**config.mk**
```make
export PLATFORM = sky130hd
export DESIGN_NAME = tdm_mem_arbiter
export DESIGN_NICKNAME = d
export VERILOG_FILES = /design/src/rtl/tdm_mem_arbiter.sv
export SDC_FILE = /design/constraint.sdc
export NUM_CORES = 1
export LEC_CHECK = 0
export BUFFER_PORTS_ARGS = -buffer_cell sky130_fd_sc_hd__clkbuf_2
export CAP_MARGIN = 30
export CORE_AREA = 2 2 167 169
export DETAILED_ROUTE_END_ITERATION = 6
export DIE_AREA = 0 0 169 171
export SLEW_MARGIN = 20
export SYNTH_ARGS = -nofsm -noshare
export SYNTH_HDL_FRONTEND = slang
export SYNTH_SLANG_ARGS = --single-unit
```
**constraint.sdc**
```tcl
create_clock -name clk16 -period 5.3 [get_ports clk16]
set_clock_uncertainty 0.05 [all_clocks]
set_input_delay 0.265 -clock clk16 [delete_from_list [all_inputs] [get_ports clk16]]
set_output_delay 0.265 -clock clk16 [all_outputs]
set_load 0.005 [all_outputs]
```
**src/rtl/tdm_mem_arbiter.sv**
```systemverilog
// tdm_mem_arbiter: time-multiplexes NCORES request/grant ports onto one single-port RAM with
// private-region address remap and a tagged read-return pipeline. Define TDM_ARB_SKIP_IDLE_EN
// to replace the fixed TDM slot schedule with work-conserving round-robin.
module tdm_mem_arbiter #(
    parameter int NCORES    = 8,
    parameter int AW        = 12,
    parameter int DW        = 16,
    parameter int PRIV_BASE = 3500,
    parameter int MEM_LAT   = 1
) (
    input  logic                 clk16,
    input  logic                 rst,
    input  logic [NCORES-1:0]    req,
    input  logic [NCORES-1:0]    we,
    input  logic [NCORES*AW-1:0] addr,
    input  logic [NCORES*DW-1:0] wdata,
    output logic [NCORES-1:0]    gnt,
    output logic [NCORES*DW-1:0] rdata,
    output logic [NCORES-1:0]    rvalid,
    output logic                 mem_en,
    output logic                 mem_we,
    output logic [AW-1:0]        mem_addr,
    output logic [DW-1:0]        mem_wdata,
    input  logic [DW-1:0]        mem_rdata
);
    localparam int SW = $clog2(NCORES);
    localparam int NS = MEM_LAT + 1;
    localparam logic [SW-1:0] LAST = SW'(NCORES - 1);

    function automatic logic [SW-1:0] slot_inc(input logic [SW-1:0] s);
        return (s == LAST) ? '0 : s + 1'b1;
    endfunction

    function automatic logic [AW-1:0] remap(input logic [AW-1:0] a, input logic [SW-1:0] id);
        if (a >= AW'(PRIV_BASE)) begin
            return a + AW'(id);
        end
        return a;
    endfunction

    logic [SW-1:0]          slot_q, slot_d;
    logic [SW-1:0]          sel_idx;
    logic                   sel_hit;
    logic [NCORES-1:0]      gnt_q, gnt_d;
    logic [NCORES-1:0]      rvalid_q, rvalid_d;
    logic                   mem_en_q, mem_en_d;
    logic                   mem_we_q, mem_we_d;
    logic [AW-1:0]          mem_addr_q, mem_addr_d;
    logic [DW-1:0]          mem_wdata_q, mem_wdata_d;
    logic [NCORES*DW-1:0]   rdata_q, rdata_d;
    logic [NS-1:0]          tag_vld_q, tag_vld_d;
    logic [NS-1:0][SW-1:0]  tag_id_q, tag_id_d;

    always_comb begin : slot_select
`ifdef TDM_ARB_SKIP_IDLE_EN
        int            c;
        logic [SW-1:0] cand;
        c       = 0;
        cand    = slot_q;
        sel_idx = slot_q;
        sel_hit = 1'b0;
        // Descending scan so the nearest requester at or after slot wins.
        for (int k = NCORES - 1; k >= 0; k--) begin
            c = int'(slot_q) + k;
            if (c >= NCORES) begin
                c = c - NCORES;
            end
            cand = SW'(c);
            if (req[cand]) begin
                sel_hit = 1'b1;
                sel_idx = cand;
            end
        end
        slot_d = sel_hit ? slot_inc(sel_idx) : slot_q;
`else
        sel_idx = slot_q;
        sel_hit = req[slot_q];
        slot_d  = slot_inc(slot_q);
`endif
    end

    always_comb begin
        gnt_d       = '0;
        mem_en_d    = 1'b0;
        mem_we_d    = 1'b0;
        mem_addr_d  = mem_addr_q;
        mem_wdata_d = mem_wdata_q;
        if (sel_hit) begin
            gnt_d[sel_idx] = 1'b1;
            mem_en_d       = 1'b1;
            mem_we_d       = we[sel_idx];
            mem_addr_d     = remap(addr[int'(sel_idx)*AW +: AW], sel_idx);
            mem_wdata_d    = wdata[int'(sel_idx)*DW +: DW];
        end
    end

    // Tag stage 0 lines up with the RAM command; the last stage lines up with mem_rdata.
    always_comb begin
        tag_vld_d = {tag_vld_q[NS-2:0], sel_hit & ~we[sel_idx]};
        tag_id_d  = {tag_id_q[NS-2:0], sel_idx};
        rvalid_d  = '0;
        rdata_d   = rdata_q;
        if (tag_vld_q[NS-1]) begin
            rvalid_d[tag_id_q[NS-1]]                 = 1'b1;
            rdata_d[int'(tag_id_q[NS-1])*DW +: DW] = mem_rdata;
        end
    end

    always_ff @(posedge clk16) begin
        if (rst) begin
            slot_q      <= '0;
            gnt_q       <= '0;
            rvalid_q    <= '0;
            mem_en_q    <= 1'b0;
            mem_we_q    <= 1'b0;
            mem_addr_q  <= '0;
            mem_wdata_q <= '0;
            rdata_q     <= '0;
            tag_vld_q   <= '0;
            tag_id_q    <= '0;
        end else begin
            slot_q      <= slot_d;
            gnt_q       <= gnt_d;
            rvalid_q    <= rvalid_d;
            mem_en_q    <= mem_en_d;
            mem_we_q    <= mem_we_d;
            mem_addr_q  <= mem_addr_d;
            mem_wdata_q <= mem_wdata_d;
            rdata_q     <= rdata_d;
            tag_vld_q   <= tag_vld_d;
            tag_id_q    <= tag_id_d;
        end
    end

    assign gnt       = gnt_q;
    assign rvalid    = rvalid_q;
    assign rdata     = rdata_q;
    assign mem_en    = mem_en_q;
    assign mem_we    = mem_we_q;
    assign mem_addr  = mem_addr_q;
    assign mem_wdata = mem_wdata_q;

endmodule
```
# [Word level (Yosys, flattened, before mapping)]
# Index checks and enable logic that the tools add are counted.
[op_classes] add_sub_neg=3 mul=1 magnitude_cmp=5 n_eq_ne=1 shifts=4 mux=14 bitwise=4 n_reduce_logical=5
[ops] operator="$bwmux 128" count=1
[ops] operator="$shift 16x33->128 const A" count=1
[ops] operator="$shiftx 128x8->16" count=1
[ops] operator="$shiftx 16x33->128" count=1
[ops] operator="$shiftx 96x8->12" count=1
[ops] operator="$neg 7->33" count=1
[ops] operator="$mux 12" count=2
[ops] operator="$add 12x3->12" count=1
[ops] operator="$ge 12x12->1 const B" count=1
[ops] operator="$lt 3x4->1 const B" count=2
[ops] operator="$mux 1" count=7
[ops] operator="$bmux 1 s3" count=2
[ops] operator="$demux 1 s3" count=2
[ops] operator="$ge 3x1->1 const B" count=2
[ops] operator="$reduce_or 2->1" count=3
[ops] operator="$mul 3x2->5 const B" count=1
[ops] operator="$add 3x1->3 const B" count=1
[ops] operator="$eq 3x3->1 const B" count=1
[ops] operator="$not 1->1" count=3
[ops] operator="$logic_and 1x1->1" count=2
[ops] operator="$and 1x1->1" count=1
[word_totals] register_bits=185 in_bits=258 output_inout_bits=174

# [Longest topological paths before layout]
# Gate-level depths: netlist of the first run.
[logic_depth] word_depth=6 ltp_mapped=17 ltp_nobuf=12

# [Worst setup path after synthesis of the first run]
# OpenSTA, ideal clock, no wires.
[synth_timing] path_type="register -> register" start="register slot_q[2] (netlist: sel_idx[2])" end="register mem_addr_q[11] (netlist: mem_addr[11])" setup_time_ps=128 t_arrival_ps=3245 required_ps=5122 slack_ps=1877 path_stages_with_launch=17 path_buffers=5 period_less_slack_ps=3423 cell_sequence="dfxtp_1 > clkbuf_2 > buf_2 > buf_2 > nand2_1 > nor2_1 > clkbuf_1 > clkbuf_1 > a22oi_1 > nand4_1 > ha_1 > a21o_1 > a21oi_1 > or4b_4 > or3_1 > a22oi_1 > nor2_1"
[synth_between] elab_chain_cells=6 elab_cells_between_ends=10 classes_between="add/sub (1); mul (1); order compare (1); shift (1); mux (6)"
[synth_rtl] item="start: declaration" line_no="41" source="logic [SW-1:0] slot_q, slot_d;"
[synth_rtl] item="start signal: assignment" line_no="122" source="slot_q <= slot_d;"
[synth_rtl] item="$mul 3x2->5" line_no="92" source="mem_addr_d = remap(addr[int'(sel_idx)*AW +: AW], sel_idx);"
[synth_rtl] item="$shiftx 96x8->12" line_no="92"
[synth_rtl] item="$ge 12x12->1" line_no="35" source="if (a >= AW'(PRIV_BASE)) begin"
[synth_rtl] item="$mux 1" line_no="35"
[synth_rtl] item="$mux 1" line_no="88" source="if (sel_hit) begin"
[synth_rtl] item="$mux 12" line_no="38" source="return a;"
[synth_rtl] item="end signal: assignment" line_no="127" source="mem_addr_q <= mem_addr_d;"
[synth_rtl] item="end: declaration" line_no="48" source="logic [AW-1:0] mem_addr_q, mem_addr_d;"
# Parallel ways exist; a longest one is shown, timed or not. The select of a mux whose other input is x is not followed.
# A chain may end at the register's enable or synchronous reset.

# [Final worst setup path of the first run]
[layout_timing] start="register slot_q[1] (netlist: sel_idx[1])" end="register mem_addr_q[9] (netlist: mem_addr[9])"
# Same word-level chain as after synthesis.

==> impl_metrics.yaml, run 1 <==
grt:
  number_of_global_route_vias_before_repair: 8229
  grt_total_ovfl: 0
  antenna_violations_before_repair: 8
  grt_first_pass_wirelength_mm: 53.0
  grt_start_max_net_pins: 97
  grt.total_usage_pct: 24.8
setup_path:
  worst-r2r-cell-count: 12
  critPathMaxFanout: 21
  cp-start-kind: "register"
  end_kind: "register"
  cp.arrival_ps: 4220
  setup.worst_path.class: "register to register"
  cp.required_ps: 5540
power:
  cellPowerDensity_nw_per_um2: 300
  seq_power_share_pct: 42.9
  net-switching-power_mw: 1.04
  power_frac_comb_pct: 17.7
  p_leak_nw: 5.03
  power.ir.vdd_worst_mv: 0.173
  post-layout-total-power_mw: 3.43
  clock_power_share_pct: 39.4
  internal_power_mw: 2.39
  p_sw_share_pct: 30.2
placed_design:
  place.port_buffers: 431
  dpl.hpwl_mm: 29.4
  gpl.final_weighted_congestion: 0.952
sta:
  clock_period_minus_final_worst_setup_slack_ps: 3980
  finalSetupViolCount: 0
  unrepaired_setup_endpoints_after_global_routing: "false"
  fmax_mhz: 251
  post-route-period-util_pct: 75.1
  hold_slack_ps: 152
  worst-slew-pin-transition_ps: 964
  timing.final.max_slew_violations: 0
  timing_hold_violations_final: 0
  timing.slew.headroom_pct: 35.8
  timing.setup.tns_ps: 0
route:
  postRouteWirelength_mm: 38.2
  vias_per_cell: 5.42
  detailedRoute.firstIterationViolations: 829
  detail_route.first_pass.iterations: 6
  routed-via-count: 9359
  antenna_left: 0
  drcViolationCount: 0
  post_drt_wl_per_cell_microns: 22.1
hold_path:
  number_of_cells_on_the_worst_hold_path: 4
  holdCritPathClass: "input pin to register"
final_layout:
  syn_to_final_growth_pct: 35.6
  commonest_cells_after_routing_fill_and_taps_aside: "sky130_fd_sc_hd__clkbuf_2, sky130_fd_sc_hd__dfxtp_1, sky130_fd_sc_hd__nand2_1"
  n_fill_cell: 2865
  finish.net_count: 1632
  final_common_cell: "sky130_fd_sc_hd__clkbuf_2"
  layout-drive-gt1-share_pct: 36.6
  post-route-util_pct: 41.8
yosys:
  mappedNetlistNets: 1258
  synth_edf_count: 0
  synthCells: 992
  synth.ff_latch_count: 185
  ys_seq_area_share_pct: 43.9
  post_synth_instance_area_sq_um: 8430
  yosys_warnings: 0
  syn_avg_cell_area_sq_um: 8.50
  most_instantiated_flip_flop_cell_in_the_synthesis_netlist: "sky130_fd_sc_hd__dfxtp_1"
  async_reset_ff_share_pct: 0
  netlist-cell-type-count: 58
clock_tree:
  worst_skew_pair.late_latency_ps: 440
  worst_setup_hold_path_clk_slew_ps: 80
  cts_max_path_buffers: 2
  postCtsHoldBufs: 0
  cts_tree: "yes"
  cts.sink_count: 185
  cts.repair.resized: 0
  clock-root-buffer: "sky130_fd_sc_hd__clkbuf_16"
  cts_made_buffers: 17
  post-cts-setup-buffer-count: 0
  cts.htree.levels: 4
die:
  io-pin-count: 432
  dieHeight_microns: 171
  dieArea_sq_um: 28900
  row_count: 61
  overall_die_width_microns: 169
  initial_core_util_pct: 30.9
  placeableCoreArea_sq_um: 27300
flow_run:
  maxCapViolCount: 0
status:
  status: "finished, final reports clean"
-- critical path: stages (launching register included) --
cell                      delay, ps
sky130_fd_sc_hd__dfxtp_1        640
sky130_fd_sc_hd__inv_1          370
sky130_fd_sc_hd__and3_1         600
sky130_fd_sc_hd__a22oi_1        260
sky130_fd_sc_hd__and4_1         280
sky130_fd_sc_hd__inv_1           60
sky130_fd_sc_hd__ha_1           270
sky130_fd_sc_hd__a21o_1         120
sky130_fd_sc_hd__a21oi_1        110
sky130_fd_sc_hd__or4b_4         520
sky130_fd_sc_hd__or3_1          340
sky130_fd_sc_hd__a21oi_1        140
sky130_fd_sc_hd__nor3_1          60
-- synth_stat cells (15+ instances only) --
library cell               instances  share of area [%]
sky130_fd_sc_hd__a311oi_1         16                1.7
sky130_fd_sc_hd__nand2_1         172                7.7
sky130_fd_sc_hd__a21oi_1         119                7.1
sky130_fd_sc_hd__nor2_1           60                2.7
sky130_fd_sc_hd__a221oi_1         32                3.3
sky130_fd_sc_hd__clkbuf_1         72                3.2
sky130_fd_sc_hd__nand4_1          15                1.1
sky130_fd_sc_hd__nand3_1          70                4.2
sky130_fd_sc_hd__nor2b_1          16                1.2
sky130_fd_sc_hd__mux2i_1          31                3.7
sky130_fd_sc_hd__dfxtp_1         185                 44
sky130_fd_sc_hd__a22oi_1          16                1.4
sky130_fd_sc_hd__a22o_1           33                3.4
-- state kept, by name (all words and copies together) (netlist names) --
signal and cells:
tag_vld_q 2, mem_wdata 16, mem_en 1, tag_id_d 3, sel_idx 3, rdata 128, mem_we 1, mem_addr 12
rvalid 8, tag_id_q 3, gnt 8
-- final cells by class --
| cell class | count | area [sq um] | share of cell area, % |
|---|---|---|---|
| diodes | 3 | 7.51 | 0.0657 |
| clock buffers | 18 | 439 | 3.84 |
| clock inverters | 14 | 196 | 1.72 |
| inverters | 12 | 45.0 | 0.394 |
| multi-input cells | 703 | 4310 | 37.7 |
| flip-flops and latches | 185 | 3700 | 32.4 |
| well taps | 346 | 433 | 3.79 |
| repair buffers | 447 | 2300 | 20.1 |
-- through the flow --
step	cells	cell area (sq um)	setup WS, ps
after global routing	1725	11400	1090
after detailed placement	1692	10800	1390
after floorplan	992	8430	1880
after CTS	1724	11400	1350
final	1728	11400	1320
after global placement	1692	10800	1450
-- logic make-up (layout without fill, tap and decap cells) --
logic type,count (synthesis),after routing,synth area share (%)
other cells,0,3,0
simple gates,395,395,21.7
fa+ha+maj,8,8,1.28
buf+inv,104,491,5.09
xor+xnor,1,1,0.104
compound gates,247,247,19.5
mux,52,52,8.38
flops,185,185,43.9
-- worst paths after layout --
| path | from | to | slack, ps |
|---|---|---|---|
| setup / recovery | sel_idx[1] | mem_addr[9] | 1320 |
| setup reg to reg | sel_idx[1] | mem_addr[9] | 1320 |
| hold / removal | we[0] | tag_vld_q[0] | 150 |
| hold reg to reg | tag_id_d[3] | tag_id_q[3] | 400 |
-- power by group through the flow --
stage               logic [mW]  registers [mW]  clock network [mW]
finish                   0.608            1.47                1.35
global route             0.655            1.47                1.43
CTS                      0.602            1.47                1.38
detailed placement       0.599            1.50                   0
global placement         0.600            1.50                   0
floorplan                0.323            1.50                   0
-- metal layers --
layer / track usage (%) / wire length, microns / share of wire (%)
met1: 33.0 / 16000 / 42
met2: 38.3 / 17300 / 45
met3: 8.84 / 4010 / 10
met4: 6.54 / 883 / 2.3
met5: 0 / 50 / 0.13
Power figures use the tool's default switching activity.
==> run 2, diff against run 1 <==
--- a/config.mk
+++ b/config.mk
@@ -7,9 +7,9 @@
 export LEC_CHECK = 0
 export BUFFER_PORTS_ARGS = -buffer_cell sky130_fd_sc_hd__clkbuf_2
 export CAP_MARGIN = 30
-export CORE_AREA = 2 2 167 169
+export CORE_AREA = 2 2 170 172
 export DETAILED_ROUTE_END_ITERATION = 6
-export DIE_AREA = 0 0 169 171
+export DIE_AREA = 0 0 172 174
 export SLEW_MARGIN = 20
 export SYNTH_ARGS = -nofsm -noshare
 export SYNTH_HDL_FRONTEND = slang
==> constraint.sdc (replaced) <==
create_clock -name clk16 -period 3.45 [get_ports clk16]
set_clock_uncertainty 0.05 [all_clocks]
set_input_delay 0.1725 -clock clk16 [delete_from_list [all_inputs] [get_ports clk16]]
set_output_delay 0.1725 -clock clk16 [all_outputs]
set_load 0.005 [all_outputs]
==> impl_metrics.yaml, run 2 (synthesis results as in run 1) <==
die:
  overall_die_width_microns: 172
  io-pin-count: 432
  dieHeight_microns: 174
  dieArea_sq_um: 29900
  placeableCoreArea_sq_um: 28200
  row_count: 62
  initial_core_util_pct: 29.9
setup_path:
  critPathLaunch: "sel_idx[1]"
  worstSetupPathDepth: 9
  setup.worst_path.class: "register to register"
  crit_family: "simple AND/OR/NAND/NOR gates"
  critPathMostFrequentCell: "sky130_fd_sc_hd__a21oi_1"
  critPathMaxFanout: 8
  worst-r2r-cell-count: 9
  launch_point_of_the_worst_reg_to_reg_path: "sel_idx[1]"
  cp.arrival_ps: 3470
  cp.required_ps: 3680
  r2r_setup_slack_ps: 210
  crit_path_cell_trace: "buf_4, mux4_2, mux2_2, ha_1, a21oi_1, or4b_4, or3_1, a21oi_1, nor3_1"
  cp.buffers_inverters: 1
  end_kind: "register"
  cp-start-kind: "register"
  setup.worst_path.end: "mem_addr[9]"
  r2r_path_end: "mem_addr[9]"
  cp_slowest_stage_delay_ps: 530
  critical-path-slowest-cell: "sky130_fd_sc_hd__or4b_4"
sta:
  timing_hold_violations_final: 0
  timing.setup.tns_ps: 0
  fin_ws_ps: 214
  fmax_mhz: 309
  finalSetupViolCount: 0
  worst-slew-pin-transition_ps: 864
  clock_period_minus_final_worst_setup_slack_ps: 3240
  timing.slew.headroom_pct: 42.4
  post-route-period-util_pct: 93.8
  timing.final.max_slew_violations: 0
  unrepaired_setup_endpoints_after_global_routing: "false"
final_layout:
  final_design_area_no_fill_sq_um: 11600
  finish.net_count: 1648
  commonest_cells_after_routing_fill_and_taps_aside: "sky130_fd_sc_hd__clkbuf_2, sky130_fd_sc_hd__dfxtp_1, sky130_fd_sc_hd__nand2_1"
  post-route-util_pct: 41.0
  syn_to_final_growth_pct: 37.4
  final_common_cell: "sky130_fd_sc_hd__clkbuf_2"
  layout-drive-gt1-share_pct: 37.4
  largest_reg_flops: 128
grt:
  grt_start_max_net_pins: 81
  number_of_global_route_vias_before_repair: 8613
  grt.total_usage_pct: 25.1
  grt_first_pass_wirelength_mm: 55.7
  antenna_violations_before_repair: 6
  grt_total_ovfl: 0
placed_design:
  placement.cell_area_sq_um: 10900
  pre_cts_ws_ps: 248
  gpl.final_weighted_congestion: 0.935
  place.port_buffers: 431
  dpl.hpwl_mm: 29.8
clock_tree:
  clock-root-buffer: "sky130_fd_sc_hd__clkbuf_16"
  cts.sink_count: 185
  cts_max_path_buffers: 2
  post-cts-setup-buffer-count: 0
  postCtsHoldBufs: 0
  cts_tree: "yes"
  cts.repair.resized: 0
  cts_made_buffers: 17
  worst_setup_hold_path_clk_slew_ps: 80
  worst_skew_pair.late_latency_ps: 420
  cts.htree.levels: 4
flow_run:
  maxCapViolCount: 0
route:
  routed-via-count: 9373
  drcViolationCount: 0
  antenna_left: 0
  postRouteWirelength_mm: 38.7
  vias_per_cell: 5.26
  detail_route.first_pass.iterations: 6
  post_drt_wl_per_cell_microns: 21.7
  detailedRoute.firstIterationViolations: 835
status:
  status: "finished, final reports clean"
hold_path:
  holdCritPathClass: "input pin to register"
power:
  power.ir.vdd_worst_mv: 0.296
  p_leak_nw: 5.11
  cellPowerDensity_nw_per_um2: 459
run 2: layer usage:
| metal | up-vias | track usage (%) | wire length (microns) |
|---|---|---|---|
| met5 | - | 3.01 | 123 |
| met2 | 481 | 39.3 | 17600 |
| met1 | 4483 | 33.0 | 16200 |
| met3 | 43 | 8.65 | 4080 |
| li1 | 4364 | - | - |
| met4 | 2 | 5.74 | 656 |
run 2: per-stage QoR:
step,std cells,power (mW),hold slack [ps]
after floorplan,992,2.79,258
after global placement,1747,3.27,384
after detailed placement,1747,3.27,386
after CTS,1779,5.35,57.2
after global routing,1783,5.53,82.1
final,1783,5.32,79.1
run 2: worst min path at each step:
stage / slack (ps) / depth (start not counted) / to / startpoint
3_3_place_gp: 380 / 1 / tag_id_q[5] / tag_id_d[5]
6_report: 80 / 4 / tag_vld_q[0] / we[3]
3_5_place_dp: 390 / 1 / tag_id_q[4] / tag_id_d[4]
5_1_grt: 80 / 4 / tag_vld_q[0] / we[3]
2_1_floorplan: 260 / 2 / rdata[18] / mem_rdata[2]
4_1_cts: 60 / 4 / tag_vld_q[0] / we[3]
run 2: area by class of cell:
class	count	area [sq um]
Tap cell	384	480
Antenna cell	4	10.0
Timing Repair Buffer	463	2400
Fill cell	3001	16700
Clock buffer	19	453
Sequential cell	185	3700
Inverter	12	45.0
Multi-Input combinational cell	703	4310
Clock inverter	13	179
run 2: power by group:
| part | switching, mW | total [mW] | internal (mW) |
|---|---|---|---|
| Clock | 0.994 | 2.08 | 1.09 |
| Combinational | 0.572 | 0.975 | 0.403 |
| Sequential | 0.0536 | 2.26 | 2.21 |
run 2: worst register-to-register path: cells and delay by family, from the launching register on:
family / cells / cell delay (ps)
AND/OR/NAND/NOR: 3 / 930
AO/OA/AOI/OAI: 2 / 280
adder cells (fa/ha/maj): 1 / 330
flip-flops: 1 / 470
buffers and inverters: 1 / 230
multiplexers: 2 / 800
==> run 3, diff against run 2 <==
--- a/config.mk
+++ b/config.mk
@@ -5,11 +5,13 @@
 export SDC_FILE = /design/constraint.sdc
 export NUM_CORES = 1
 export LEC_CHECK = 0
+export ABC_CLOCK_PERIOD_IN_PS = 3100
 export BUFFER_PORTS_ARGS = -buffer_cell sky130_fd_sc_hd__clkbuf_2
 export CAP_MARGIN = 30
-export CORE_AREA = 2 2 170 172
+export CORE_AREA = 2 2 167 169
 export DETAILED_ROUTE_END_ITERATION = 6
-export DIE_AREA = 0 0 172 174
+export DIE_AREA = 0 0 169 171
+export MAX_ROUTING_LAYER = met4
 export SLEW_MARGIN = 20
 export SYNTH_ARGS = -nofsm -noshare
 export SYNTH_HDL_FRONTEND = slang
==> constraint.sdc (replaced) <==
create_clock -name clk16 -period 3.1 [get_ports clk16]
set_clock_uncertainty 0.05 [all_clocks]
set_input_delay 0.155 -clock clk16 [delete_from_list [all_inputs] [get_ports clk16]]
set_output_delay 0.155 -clock clk16 [all_outputs]
set_load 0.005 [all_outputs]
==> impl_metrics.yaml, run 3 (synthesis results as in run 1) <==
final_layout:
  final_design_area_no_fill_sq_um: 11700
  final-seq-area_sq_um: 3710
  n_fill_cell: 2853
  largest_reg_flops: 128
  final_common_cell: "sky130_fd_sc_hd__clkbuf_2"
  post-route-util_pct: 42.7
  finish.net_count: 1663
  multiInputGateArea_sq_um: 4330
  layout-drive-gt1-share_pct: 38.4
  syn_to_final_growth_pct: 38.4
  commonest_cells_after_routing_fill_and_taps_aside: "sky130_fd_sc_hd__clkbuf_2, sky130_fd_sc_hd__dfxtp_1, sky130_fd_sc_hd__nand2_1"
clock_tree:
  cts_max_path_buffers: 2
  cts_made_buffers: 17
  worst_setup_hold_path_clk_slew_ps: 80
  worst_skew_pair.late_latency_ps: 430
  cts.htree.levels: 4
  clock-root-buffer: "sky130_fd_sc_hd__clkbuf_16"
  cts_tree: "yes"
  cts.sink_count: 185
grt:
  grt_first_pass_wirelength_mm: 55.9
  number_of_global_route_vias_before_repair: 8468
  grt.total_usage_pct: 27.2
  antenna_violations_before_repair: 4
  grt_total_ovfl: 0
  grt_start_max_net_pins: 85
sta:
  post-route-period-util_pct: 96.6
  finalSetupViolCount: 0
  worst-slew-pin-transition_ps: 902
  timing.slew.headroom_pct: 39.8
  timing.final.max_slew_violations: 0
  timing.setup.tns_ps: 0
  timing_hold_violations_final: 0
  unrepaired_setup_endpoints_after_global_routing: "false"
  hold_slack_ps: 54.7
  fmax_mhz: 334
  clock_period_minus_final_worst_setup_slack_ps: 3000
hold_path:
  holdCritPathClass: "input pin to register"
placed_design:
  placement.cell_area_sq_um: 11000
  dpl.hpwl_mm: 30.8
  gpl.final_weighted_congestion: 0.972
  place.port_buffers: 431
setup_path:
  cp-start-kind: "register"
  r2r_setup_slack_ps: 100
  cp.required_ps: 3360
  critPathMaxFanout: 9
  cp.arrival_ps: 3260
  launch_point_of_the_worst_reg_to_reg_path: "sel_idx[1]"
  end_kind: "register"
  critPathLaunch: "sel_idx[1]"
  setup.worst_path.end: "mem_addr[9]"
  r2r_path_end: "mem_addr[9]"
  worst-r2r-cell-count: 9
  setup.worst_path.class: "register to register"
die:
  dieHeight_microns: 171
  io-pin-count: 432
  overall_die_width_microns: 169
  placeableCoreArea_sq_um: 27300
  row_count: 61
  dieArea_sq_um: 28900
  initial_core_util_pct: 30.9
route:
  routed-via-count: 9363
  antenna_left: 0
  vias_per_cell: 5.33
  detail_route.first_pass.iterations: 5
  post_drt_wl_per_cell_microns: 22.8
  postRouteWirelength_mm: 40.0
  detailedRoute.firstIterationViolations: 767
  drcViolationCount: 0
status:
  status: "finished, final reports clean"
power:
  post-layout-total-power_mw: 5.89
  power.ir.vdd_worst_mv: 0.240
  p_leak_nw: 5.17
  power_frac_comb_pct: 19.0
  cellPowerDensity_nw_per_um2: 505
  p_sw_share_pct: 31.3
  net-switching-power_mw: 1.85
  clock_power_share_pct: 38.4
  seq_power_share_pct: 42.6
  internal_power_mw: 4.05
flow_run:
  maxCapViolCount: 0
run 3: power groups by stage:
stage	combinational, mW	sequential, mW	clock (mW)
after global placement	1.10	2.56	0
after detailed placement	1.10	2.56	0
final	1.12	2.51	2.26
after floorplan	0.570	2.56	0
after global routing	1.21	2.52	2.42
after CTS	1.10	2.51	2.32
run 3: worst min-delay path by stage:
stage / from / end / slack (ps) / cells past startpoint
2_1_floorplan: mem_rdata[2] / rdata[18] / 240 / 2
3_3_place_gp: tag_id_d[5] / tag_id_q[5] / 380 / 1
3_5_place_dp: tag_id_d[5] / tag_id_q[5] / 370 / 1
4_1_cts: we[3] / tag_vld_q[0] / 40 / 4
5_1_grt: we[3] / tag_vld_q[0] / 50 / 4
6_report: we[3] / tag_vld_q[0] / 50 / 4
run 3: through the flow:
step           cells  worst slack (ps)
3_3_place_gp    1720               114
5_1_grt         1758              12.1
4_1_cts         1753              87.1
2_1_floorplan    992              9.41
3_5_place_dp    1720               111
6_report        1758               104
run 3: area by class of cell:
class	count	area share, %
antenna	2	0.0429
timing repair buffer	478	21.7
multi-input combinational	703	37.1
tap	346	3.71
clock buffer	17	3.65
inverter	12	0.386
sequential	185	31.8
clock inverter	15	1.68
run 3: per-layer routing:
metal	global-route usage (%)	share of wire [%]
met1	35.2	43
met2	40.5	45
met3	8.95	9.8
met4	7.99	2.1
met5	-	0
run 3: what timing repair did:
action	CTS	global route
endpoints found under the setup margin	0	4
hold endpoints to repair	3	0
hold buffers	1	0
resized for setup	0	2
buffers inserted	0	3
run 3: worst max-delay path: stages (launching register included):
cell                      delay, ps
sky130_fd_sc_hd__dfxtp_1        390
sky130_fd_sc_hd__buf_6          170
sky130_fd_sc_hd__mux4_2         500
sky130_fd_sc_hd__mux2_2         320
sky130_fd_sc_hd__ha_1           300
sky130_fd_sc_hd__a21oi_1         90
sky130_fd_sc_hd__or4b_4         500
sky130_fd_sc_hd__or3_1          350
sky130_fd_sc_hd__a21oi_1        150
sky130_fd_sc_hd__nor3_1          60
